### src/rtl/ssd_pkg.sv
// Shared definitions for the seven-segment scan decoder and its encoder.
// Segment patterns are active-low and written g..a (bit 6 = g, bit 0 = a).
package ssd_pkg;

   localparam logic [6:0] SEG_BLANK = 7'b1111111;

   localparam logic [6:0] SEG_0 = 7'b1000000;
   localparam logic [6:0] SEG_1 = 7'b1111001;
   localparam logic [6:0] SEG_2 = 7'b0100100;
   localparam logic [6:0] SEG_3 = 7'b0110000;
   localparam logic [6:0] SEG_4 = 7'b0011001;
   localparam logic [6:0] SEG_5 = 7'b0010010;
   localparam logic [6:0] SEG_6 = 7'b0000010;
   localparam logic [6:0] SEG_7 = 7'b1111000;
   localparam logic [6:0] SEG_8 = 7'b0000000;
   localparam logic [6:0] SEG_9 = 7'b0010000;
   localparam logic [6:0] SEG_A = 7'b0001000;
   localparam logic [6:0] SEG_B = 7'b0000011;
   localparam logic [6:0] SEG_C = 7'b1000110;
   localparam logic [6:0] SEG_D = 7'b0100001;
   localparam logic [6:0] SEG_E = 7'b0000110;
   localparam logic [6:0] SEG_F = 7'b0001110;

   typedef enum logic [1:0] {
      IDLE,
      SETTLE,
      CAPTURE,
      HOLD
   } ssd_state_t;

   // Encoder-side helper: nibble to active-low segment pattern.
   function automatic logic [6:0] hex_to_seg(input logic [3:0] n);
      logic [6:0] s;
      case (n)
         4'h0: s = SEG_0;
         4'h1: s = SEG_1;
         4'h2: s = SEG_2;
         4'h3: s = SEG_3;
         4'h4: s = SEG_4;
         4'h5: s = SEG_5;
         4'h6: s = SEG_6;
         4'h7: s = SEG_7;
         4'h8: s = SEG_8;
         4'h9: s = SEG_9;
         4'hA: s = SEG_A;
         4'hB: s = SEG_B;
         4'hC: s = SEG_C;
         4'hD: s = SEG_D;
         4'hE: s = SEG_E;
         default: s = SEG_F;
      endcase
      return s;
   endfunction

endpackage

### src/rtl/ssd_seg_decode.sv
// Combinational active-low segment pattern to nibble decoder.
// All-off reports blank; any pattern outside the hex set reports illegal.
module ssd_seg_decode
   import ssd_pkg::*;
(
   input  logic [6:0] i_seg,
   output logic [3:0] o_nibble,
   output logic       o_blank,
   output logic       o_illegal
);

   // Map the pattern to its nibble, flagging blank and illegal patterns.
   always_comb begin
      o_nibble  = '0;
      o_blank   = 1'b0;
      o_illegal = 1'b0;
      case (i_seg)
         SEG_0:     o_nibble = 4'h0;
         SEG_1:     o_nibble = 4'h1;
         SEG_2:     o_nibble = 4'h2;
         SEG_3:     o_nibble = 4'h3;
         SEG_4:     o_nibble = 4'h4;
         SEG_5:     o_nibble = 4'h5;
         SEG_6:     o_nibble = 4'h6;
         SEG_7:     o_nibble = 4'h7;
         SEG_8:     o_nibble = 4'h8;
         SEG_9:     o_nibble = 4'h9;
         SEG_A:     o_nibble = 4'hA;
         SEG_B:     o_nibble = 4'hB;
         SEG_C:     o_nibble = 4'hC;
         SEG_D:     o_nibble = 4'hD;
         SEG_E:     o_nibble = 4'hE;
         SEG_F:     o_nibble = 4'hF;
         SEG_BLANK: o_blank  = 1'b1;
         default:   o_illegal = 1'b1;
      endcase
   end

endmodule

### src/rtl/ssd_scan_decoder.sv
// Monitors a multiplexed active-low seven-segment bus, captures each digit
// once its select and pattern have been stable long enough, and presents
// the assembled multi-digit frame through a valid/ready handshake.
module ssd_scan_decoder
   import ssd_pkg::*;
#(
   parameter int unsigned DIGITS        = 4,
   parameter int unsigned STABLE_CYCLES = 4
) (
   input  logic                clk,
   input  logic                rst,
   input  logic [DIGITS-1:0]   an,
   input  logic [6:0]          seg,
   output logic [4*DIGITS-1:0] value,
   output logic [DIGITS-1:0]   blank,
   output logic                out_valid,
   input  logic                out_ready,
   output logic                err,
   output logic                overrun
);

   localparam logic [7:0] C_STABLE = 8'(STABLE_CYCLES);

   logic [DIGITS-1:0]   r_s_an;
   logic [6:0]          r_s_seg;
   logic [7:0]          r_cnt;
   ssd_state_t          r_state;
   logic [DIGITS-1:0]   r_seen;
   logic [4*DIGITS-1:0] r_sh_val;
   logic [DIGITS-1:0]   r_sh_blk;

   logic                w_chg;
   logic [7:0]          w_cnt_nxt;
   logic [3:0]          w_zeros;
   logic                w_onehot_nxt;
   ssd_state_t          w_state_nxt;
   logic                w_cap;
   logic [3:0]          w_nib;
   logic                w_blk;
   logic                w_ill;
   logic [4*DIGITS-1:0] w_sh_val_nxt;
   logic [DIGITS-1:0]   w_sh_blk_nxt;
   logic [DIGITS-1:0]   w_seen_nxt;
   logic                w_complete;
   logic                w_load;

   ssd_seg_decode u_dec (
      .i_seg     (r_s_seg),
      .o_nibble  (w_nib),
      .o_blank   (w_blk),
      .o_illegal (w_ill)
   );

   // Stability count that will accompany the sample being registered.
   always_comb begin
      w_chg = ({an, seg} != {r_s_an, r_s_seg});
      if (w_chg) begin
         w_cnt_nxt = 8'd1;
      end else if (r_cnt >= C_STABLE) begin
         w_cnt_nxt = C_STABLE;
      end else begin
         w_cnt_nxt = r_cnt + 8'd1;
      end
   end

   // One-hot-low test on the digit select being registered.
   always_comb begin
      w_zeros = '0;
      for (int unsigned k = 0; k < DIGITS; k++) begin
         w_zeros = w_zeros + {3'd0, ~an[k]};
      end
      w_onehot_nxt = (w_zeros == 4'd1);
   end

   // Input sample registers, stability counter and FSM state register.
   always_ff @(posedge clk or posedge rst) begin
      if (rst) begin
         r_s_an  <= '1;
         r_s_seg <= '1;
         r_cnt   <= '0;
         r_state <= IDLE;
      end else begin
         r_s_an  <= an;
         r_s_seg <= seg;
         r_cnt   <= w_cnt_nxt;
         r_state <= w_state_nxt;
      end
   end

   // Next state is derived from the sample being registered so that the
   // CAPTURE cycle sees the stable pattern in r_s_an/r_s_seg.
   always_comb begin
      w_state_nxt = r_state;
      w_cap       = (r_state == CAPTURE);
      if (!w_onehot_nxt) begin
         w_state_nxt = IDLE;
      end else begin
         case (r_state)
            IDLE, SETTLE:  w_state_nxt = (w_cnt_nxt == C_STABLE) ? CAPTURE : SETTLE;
            CAPTURE, HOLD: w_state_nxt = w_chg ? SETTLE : HOLD;
            default:       w_state_nxt = IDLE;
         endcase
      end
   end

   // Merge the captured digit into the shadow frame and detect completion.
   always_comb begin
      w_sh_val_nxt = r_sh_val;
      w_sh_blk_nxt = r_sh_blk;
      w_seen_nxt   = r_seen;
      if (w_cap) begin
         for (int unsigned k = 0; k < DIGITS; k++) begin
            if (!r_s_an[k]) begin
               w_sh_val_nxt[4*k +: 4] = w_nib;
               w_sh_blk_nxt[k]        = w_blk;
               w_seen_nxt[k]          = 1'b1;
            end
         end
      end
      w_complete = w_cap && (&w_seen_nxt);
      w_load     = w_complete && (!out_valid || out_ready);
   end

   // Shadow frame storage and seen mask.
   always_ff @(posedge clk or posedge rst) begin
      if (rst) begin
         r_sh_val <= '0;
         r_sh_blk <= '0;
         r_seen   <= '0;
      end else begin
         r_sh_val <= w_sh_val_nxt;
         r_sh_blk <= w_sh_blk_nxt;
         r_seen   <= w_complete ? '0 : w_seen_nxt;
      end
   end

   // Output frame, handshake and sticky status flags.
   always_ff @(posedge clk or posedge rst) begin
      if (rst) begin
         value     <= '0;
         blank     <= '0;
         out_valid <= 1'b0;
         err       <= 1'b0;
         overrun   <= 1'b0;
      end else begin
         if (w_load) begin
            value     <= w_sh_val_nxt;
            blank     <= w_sh_blk_nxt;
            out_valid <= 1'b1;
         end else if (out_valid && out_ready) begin
            out_valid <= 1'b0;
         end
         if (w_complete && !w_load) begin
            overrun <= 1'b1;
         end
         if (w_cap && w_ill) begin
            err <= 1'b1;
         end
      end
   end

endmodule
### config.mk
export PLATFORM = sky130hd
export DESIGN_NAME = ssd_scan_decoder
export DESIGN_NICKNAME = d
export VERILOG_FILES = /design/src/rtl/ssd_pkg.sv /design/src/rtl/ssd_seg_decode.sv /design/src/rtl/ssd_scan_decoder.sv
export SDC_FILE = /design/constraint.sdc
export NUM_CORES = 1
export LEC_CHECK = 0
export CAP_MARGIN = 25
export CORE_MARGIN = 2
export CORE_UTILIZATION = 40
export CTS_CLUSTER_SIZE = 28
export DETAILED_ROUTE_END_ITERATION = 10
export GPL_ROUTABILITY_DRIVEN = 0
export PLACE_DENSITY_LB_ADDON = 0.05
export SETUP_SLACK_MARGIN = 0.4
export SLEW_MARGIN = 5
export SYNTH_ARGS = -nofsm -noshare
export SYNTH_HDL_FRONTEND = slang
export SYNTH_SLANG_ARGS = --single-unit
### constraint.sdc
create_clock -name clk -period 5.39 [get_ports clk]
set_clock_uncertainty 0.05 [all_clocks]
set_input_delay 1.078 -clock clk [delete_from_list [all_inputs] [get_ports clk]]
set_output_delay 1.078 -clock clk [all_outputs]
set_load 0.01 [all_outputs]
==> impl_metrics.yaml, run 1 <==
run_status:
  status: "completed"
die:
  pin_count: 37
  rows: 31
  die_y_um: 90.01
  fp.coreArea_sq_mm: 0.007214
  start_util_pct: 41.02
  dieArea_sq_mm: 0.008102
  die_w_um: 90.01
sta:
  worstMarginPinSlew_ps: 646.5
  hold_violations: 0
  finalSetupViolCount: 0
  finalCriticalPeriod_ps: 2693
  clock.fmax_ghz: 0.3713
  final_max_slew_viol_count: 0
  maxSlewHeadroom_pct: 56.74
  rsz0062_at_grt: "no"
  setup_tns_ps: 0
  timing.final.crit_share_pct: 49.96
setup_path:
  cp_common_cell: "ha_1"
  slowest_delay_ps: 560
  required_ps: 5590
  worstReg2RegStart: "r_s_seg[3]"
  end_kind: "flip-flop"
  critPathKind: "input pin to flip-flop"
  crit_buf_inv: 2
  ff2ff_setup_slack_ps: 3260
  rr_worst_depth: 5
  path_depth: 8
  r2r_end: "value[12]"
  critical_path_arrival_ps: 2890
  critical_path.top_delay_family: "adder cells"
  crit_slowest_cell: "fa_1"
  startpoint_type: "input pin"
  critPathMaxFanout: 3
  crit_chain: "clkdlybuf4s50_1 -> fa_1 -> inv_1 -> ha_1 -> ha_1 -> nor2_1 -> nand2_1 -> a31oi_1"
global_route:
  grt_pass1_vias: 1925
  grt.total_usage_pct: 15.60
  antenna_found_initial: 0
  grt_pass1_wl_mm: 9.839
  grt_max_degree: 40
  grt_overflow: 0
pwr:
  leakagePower_nw: 1.635
  peakVddDrop_v: 0.0001507
  powerDensity_mw_per_mm2: 271.7
detailed_routing:
  num_vias: 1972
  avgViaCountPerCell: 4.869
  post-route-drc-count: 0
  drtIter0Drc: 101
  ant_nets: 0
  first_pass_iters: 4
  routed_wl_mm: 5.716
  wl_per_cell_um: 14.11
finish:
  fin_nets: 322
  finalNonFillerCells: 405
  nFillCells: 680
  layout_common_cells: "dfrtp_1, nor2_1, clkdlybuf4s50_1, mux2_1, nand2_1"
  syn_to_final_growth_pct: 22.07
  regArea_sq_mm: 0.001715
  drive_gt1_share_pct: 11.11
  multi_input_area_sq_mm: 0.001195
  n_antenna_cell: 0
  layout_commonest_cell: "dfrtp_1"
  post-route-util_pct: 50.07
yosys:
  syn_avg_cell_area_sq_um: 11.43
  synthesis.area_sq_mm: 0.002959
  synth_edf_count: 0
  synth_cell_types: 56
  yosys_warnings: 0
  seq_area_frac_synth_pct: 57.97
  ys_ff_latch: 68
  synthArstFlopShare_pct: 100.0
  synthCells: 259
  yosys_most_used_dff: "dfrtp_1"
clocking:
  clk_latency_ps: 330
  cts_buffers: 9
  cts_buffer_depth: 2
  cts_max_level: 3
  cts-hold-fix-buffers: 0
  cts.repair.resized: 0
  root_buffer: "clkbuf_8"
  postCtsSetupRepairBufs: 0
  cts_tree: "done"
  cts.sinks: 68
  cts.reportedPaths.clkPinSlew_ps: 70
worst_hold_path:
  holdPathStages: 1
  hold-path-endpoint: "err"
  hold_class: "flip-flop to flip-flop"
  min-delay-start: "err"
placement:
  post-place-cells: 391
  io_buffers: 36
  hpwl_mm: 4.029
run:
  max_cap_violations: 0
metal layers:
metal | global-route usage [%] | up-vias | wire [um]
met1 | 21.83 | 954 | 2771
met4 | 7.949 | 0 | 125
li1 | - | 975 | -
met3 | 3.521 | 9 | 205
met5 | 0 | - | 0
met2 | 22.81 | 34 | 2612
logic make-up after synthesis:
kind of cell	count (synthesis)	share of synthesized area (%)
compound gates	44	11.08
xor+xnor	12	3.552
fa+ha+maj	5	2.368
buf+inv	16	2.156
flops	68	57.97
mux	17	6.427
other cells	1	0.1267
simple gates	96	16.32
power by group:
part / leakage [nW] / total, mW / internal, mW / switching, mW
logic: 0.648 / 0.0557 / 0.0263 / 0.0294
registers: 0.895 / 0.536 / 0.523 / 0.0129
clock network: 0.0927 / 0.390 / 0.219 / 0.171
flip-flops by register name (all words and copies together) (netlist names):
name / flops
r_s_an: 4
overrun: 1
blank: 4
r_s_seg: 7
r_sh_blk: 4
r_cnt: 8
r_sh_val: 16
r_seen: 4
err: 1
out_valid: 1
r_state: 2
value: 16
area by class of cell:
| type | count | area share (%) |
|---|---|---|
| multi-input combinational | 179 | 33.08 |
| sequential | 68 | 47.49 |
| clock buffer | 11 | 3.914 |
| clock inverter | 3 | 1.074 |
| timing repair buffer | 37 | 10.18 |
| inverter | 8 | 0.8313 |
| tap | 99 | 3.429 |
worst max path at each step:
stage | start | to | slack (ps)
2_1_floorplan | rst | blank[0] | 2570
3_3_place_gp | an[0] | r_state[0] | 2370
3_5_place_dp | an[0] | r_state[0] | 2350
4_1_cts | an[0] | r_state[0] | 2710
5_1_grt | an[0] | r_state[0] | 2600
6_report | an[0] | r_state[0] | 2700
Yosys cell counts (all sizes together) (4+ instances only):
| cell | number | share of area, % |
|---|---|---|
| a21oi | 9 | 1.5 |
| a31oi | 6 | 1.5 |
| buf | 4 | 0.63 |
| clkbuf | 4 | 0.51 |
| dfrtp | 57 | 48 |
| dfstp | 11 | 9.8 |
| ha | 4 | 1.7 |
| inv | 8 | 1.0 |
| mux2 | 16 | 6.1 |
| nand2 | 14 | 1.9 |
| nand2b | 5 | 1.1 |
| nand3 | 4 | 0.68 |
| nor2 | 39 | 4.9 |
| nor2b | 7 | 1.5 |
| nor3 | 6 | 1.0 |
| o21ai | 8 | 1.5 |
| o31ai | 6 | 1.5 |
| or2 | 4 | 0.85 |
| or3 | 4 | 0.85 |
| xnor2 | 11 | 3.3 |
per-stage QoR:
step / setup WS, ps / instance area, sq um / power, mW / hold slack, ps
6_report: 2697 / 3612 / 0.9814 / 412.2
5_1_grt: 2602 / 3612 / 1.025 / 457.0
4_1_cts: 2707 / 3612 / 1.001 / 420.8
3_5_place_dp: 2350 / 3432 / 0.6025 / 405.5
3_3_place_gp: 2369 / 3432 / 0.6021 / 404.7
2_1_floorplan: 2569 / 2974 / 0.5777 / 400.9
Note: power is estimated with default switching activity, not from simulation.
==> run 2, diff against run 1 <==
==> constraint.sdc (replaced) <==
create_clock -name clk -period 2.31 [get_ports clk]
set_clock_uncertainty 0.05 [all_clocks]
set_input_delay 0.462 -clock clk [delete_from_list [all_inputs] [get_ports clk]]
set_output_delay 0.462 -clock clk [all_outputs]
set_load 0.01 [all_outputs]
==> run 2 against run 1 <==
Net effect: total power rose by 130%; core utilization increased by 5.5 points; largest cell class unchanged; register-to-register slack worse by 2900 ps; critical path depth decreased by 3; sequential share of layout area is 4.7 points lower; sequential cell count is the same; via count is 7.7% higher; first-iteration DRC count shrank 33%; worst setup slack worse by 2300 ps.
==> impl_metrics.yaml, run 2 (synthesis gave the netlist of run 1 again) <==
detailed_routing:
  drtIter0Drc: 68
  wirelength_met1_mm: 3.003
  top_layer: "met4"
  avgViaCountPerCell: 4.847
  routed_wl_mm: 6.276
  wl_per_cell_um: 14.33
  wl_met3_um: 191
  post-route-drc-count: 0
  num_vias: 2123
  ant_nets: 0
  first_pass_iters: 4
  wl_met2_mm: 2.972
setup_path:
  worstReg2RegStart: "r_s_seg[3]"
  rr_worst_depth: 5
  crit_chain: "or4b_4 -> or2_4 -> a21boi_4 -> a31oi_4 -> mux2_1"
  ff2ff_setup_slack_ps: 380
  crit_slowest_cell: "dfstp_2"
  critPathKind: "flip-flop to flip-flop"
  end_kind: "flip-flop"
  crit_buf_inv: 0
  slowest_delay_ps: 540
  startpoint_type: "flip-flop"
  critical_path_arrival_ps: 2160
  required_ps: 2540
  critPathMaxFanout: 4
  critical_path.top_delay_family: "simple AND/OR/NAND/NOR gates"
  r2r_end: "value[4]"
clocking:
  clk_latency_ps: 340
  cts_buffers: 9
  cts_max_level: 3
  cts.sinks: 68
  cts_tree: "done"
  cts_buffer_depth: 2
  cts.reportedPaths.clkPinSlew_ps: 80
  root_buffer: "clkbuf_8"
sta:
  clock.fmax_ghz: 0.5186
  hold_violations: 0
  worst_hold_slack_ps: 413.1
  final_max_slew_viol_count: 0
  rsz0062_at_grt: "yes"
  finalSetupViolCount: 0
  timing.final.crit_share_pct: 83.48
  setup_tns_ps: 0
  finalCriticalPeriod_ps: 1928
worst_hold_path:
  hold_class: "flip-flop to flip-flop"
  hold-path-endpoint: "err"
  min-delay-start: "err"
  holdPathStages: 1
finish:
  n_antenna_cell: 0
  reg_top3: "r_sh_val (16), value (16), r_cnt (8)"
  postLayoutCellArea_sq_mm: 0.004009
  syn_to_final_growth_pct: 35.48
  fin_nets: 353
  layout_common_cells: "dfrtp_1, nor2_1, clkdlybuf4s50_1, buf_4, mux2_1"
  post-route-util_pct: 55.57
  layout_commonest_cell: "dfrtp_1"
  nFillCells: 652
  drive_gt1_share_pct: 25.96
global_route:
  grt_pass1_vias: 2156
  grt_pass1_wl_mm: 10.70
  grt.total_usage_pct: 16.55
  antenna_found_initial: 0
  grt_max_degree: 27
  grt_overflow: 0
run_status:
  status: "completed"
die:
  die_y_um: 90.01
  die_w_um: 90.01
  pin_count: 37
  start_util_pct: 41.02
  fp.coreArea_sq_mm: 0.007214
  dieArea_sq_mm: 0.008102
  rows: 31
placement:
  io_buffers: 36
  hpwl_mm: 4.225
  place_area_sq_mm: 0.003578
pwr:
  powerDensity_mw_per_mm2: 571.9
  peakVddDrop_v: 0.0003334
  leakagePower_nw: 1.814
run:
  max_cap_violations: 0
## run 2: cell count changes in the layout (fill, tap and decap cells not counted), sizes merged
cell | previous run | this run
clkinvlp | 0 | 5
clkdlybuf4s50 | 36 | 33
clkbuf | 11 | 9
bufinv | 1 | 0
buf | 1 | 32
dlygate4sd2 | 0 | 3
## run 2: power by group
group	switching (mW)	internal, mW	total, mW
Combinational	0.0939	0.0946	0.189
Sequential	0.0221	1.22	1.24
Clock	0.472	0.392	0.864
## run 2: layer usage
layer  vias to the layer above  GRT usage (%)
met5                         -              0
met4                         0          7.179
met3                        10          3.185
met2                        31          25.19
met1                      1035          23.17
li1                       1047              -
## run 2: repair_timing
action,in CTS,in global routing
endpoints found under the setup margin,22,24
pin swaps,2,9
setup buffers,11,6
resized for setup,10,20
hold buffers,0,0
## run 2: final cells by class
class                           count  area [sq um]  area share, %
Inverter                            8         33.78         0.8427
Sequential cell                    68          1715          42.79
Tap cell                           99         123.9          3.090
Clock buffer                        9         123.9          3.090
Timing Repair Buffer               68         639.4          15.95
Clock inverter                      7         52.55          1.311
Multi-Input combinational cell    179          1320          32.93
## run 2: how the worst max path moves through the flow
stage | from | endpoint | slack (ps) | cells past startpoint
after floorplan | r_s_seg[5] | value[8] | 430 | 6
after global placement | an[0] | r_state[0] | -60 | 8
after detailed placement | an[0] | r_state[0] | -80 | 8
after CTS | r_s_seg[3] | value[12] | 380 | 7
after global routing | r_s_seg[2] | value[2] | 310 | 7
final | r_s_seg[3] | value[4] | 380 | 5
## run 2: worst register-to-register path: cells and delay by family (launching register included)
family | cells | cell delay (ps)
AOI/OAI and AO/OA | 2 | 380
DFF | 1 | 540
and+or+nand+nor | 2 | 750
muxes | 1 | 150
## run 2: through the flow
stage	setup WS (ps)	total power, mW	std cells
floorplan	426.1	1.348	263
global placement	-63.38	1.420	405
detailed placement	-82.00	1.421	405
CTS	376.9	2.304	432
global route	305.9	2.401	438
finish	381.6	2.293	438
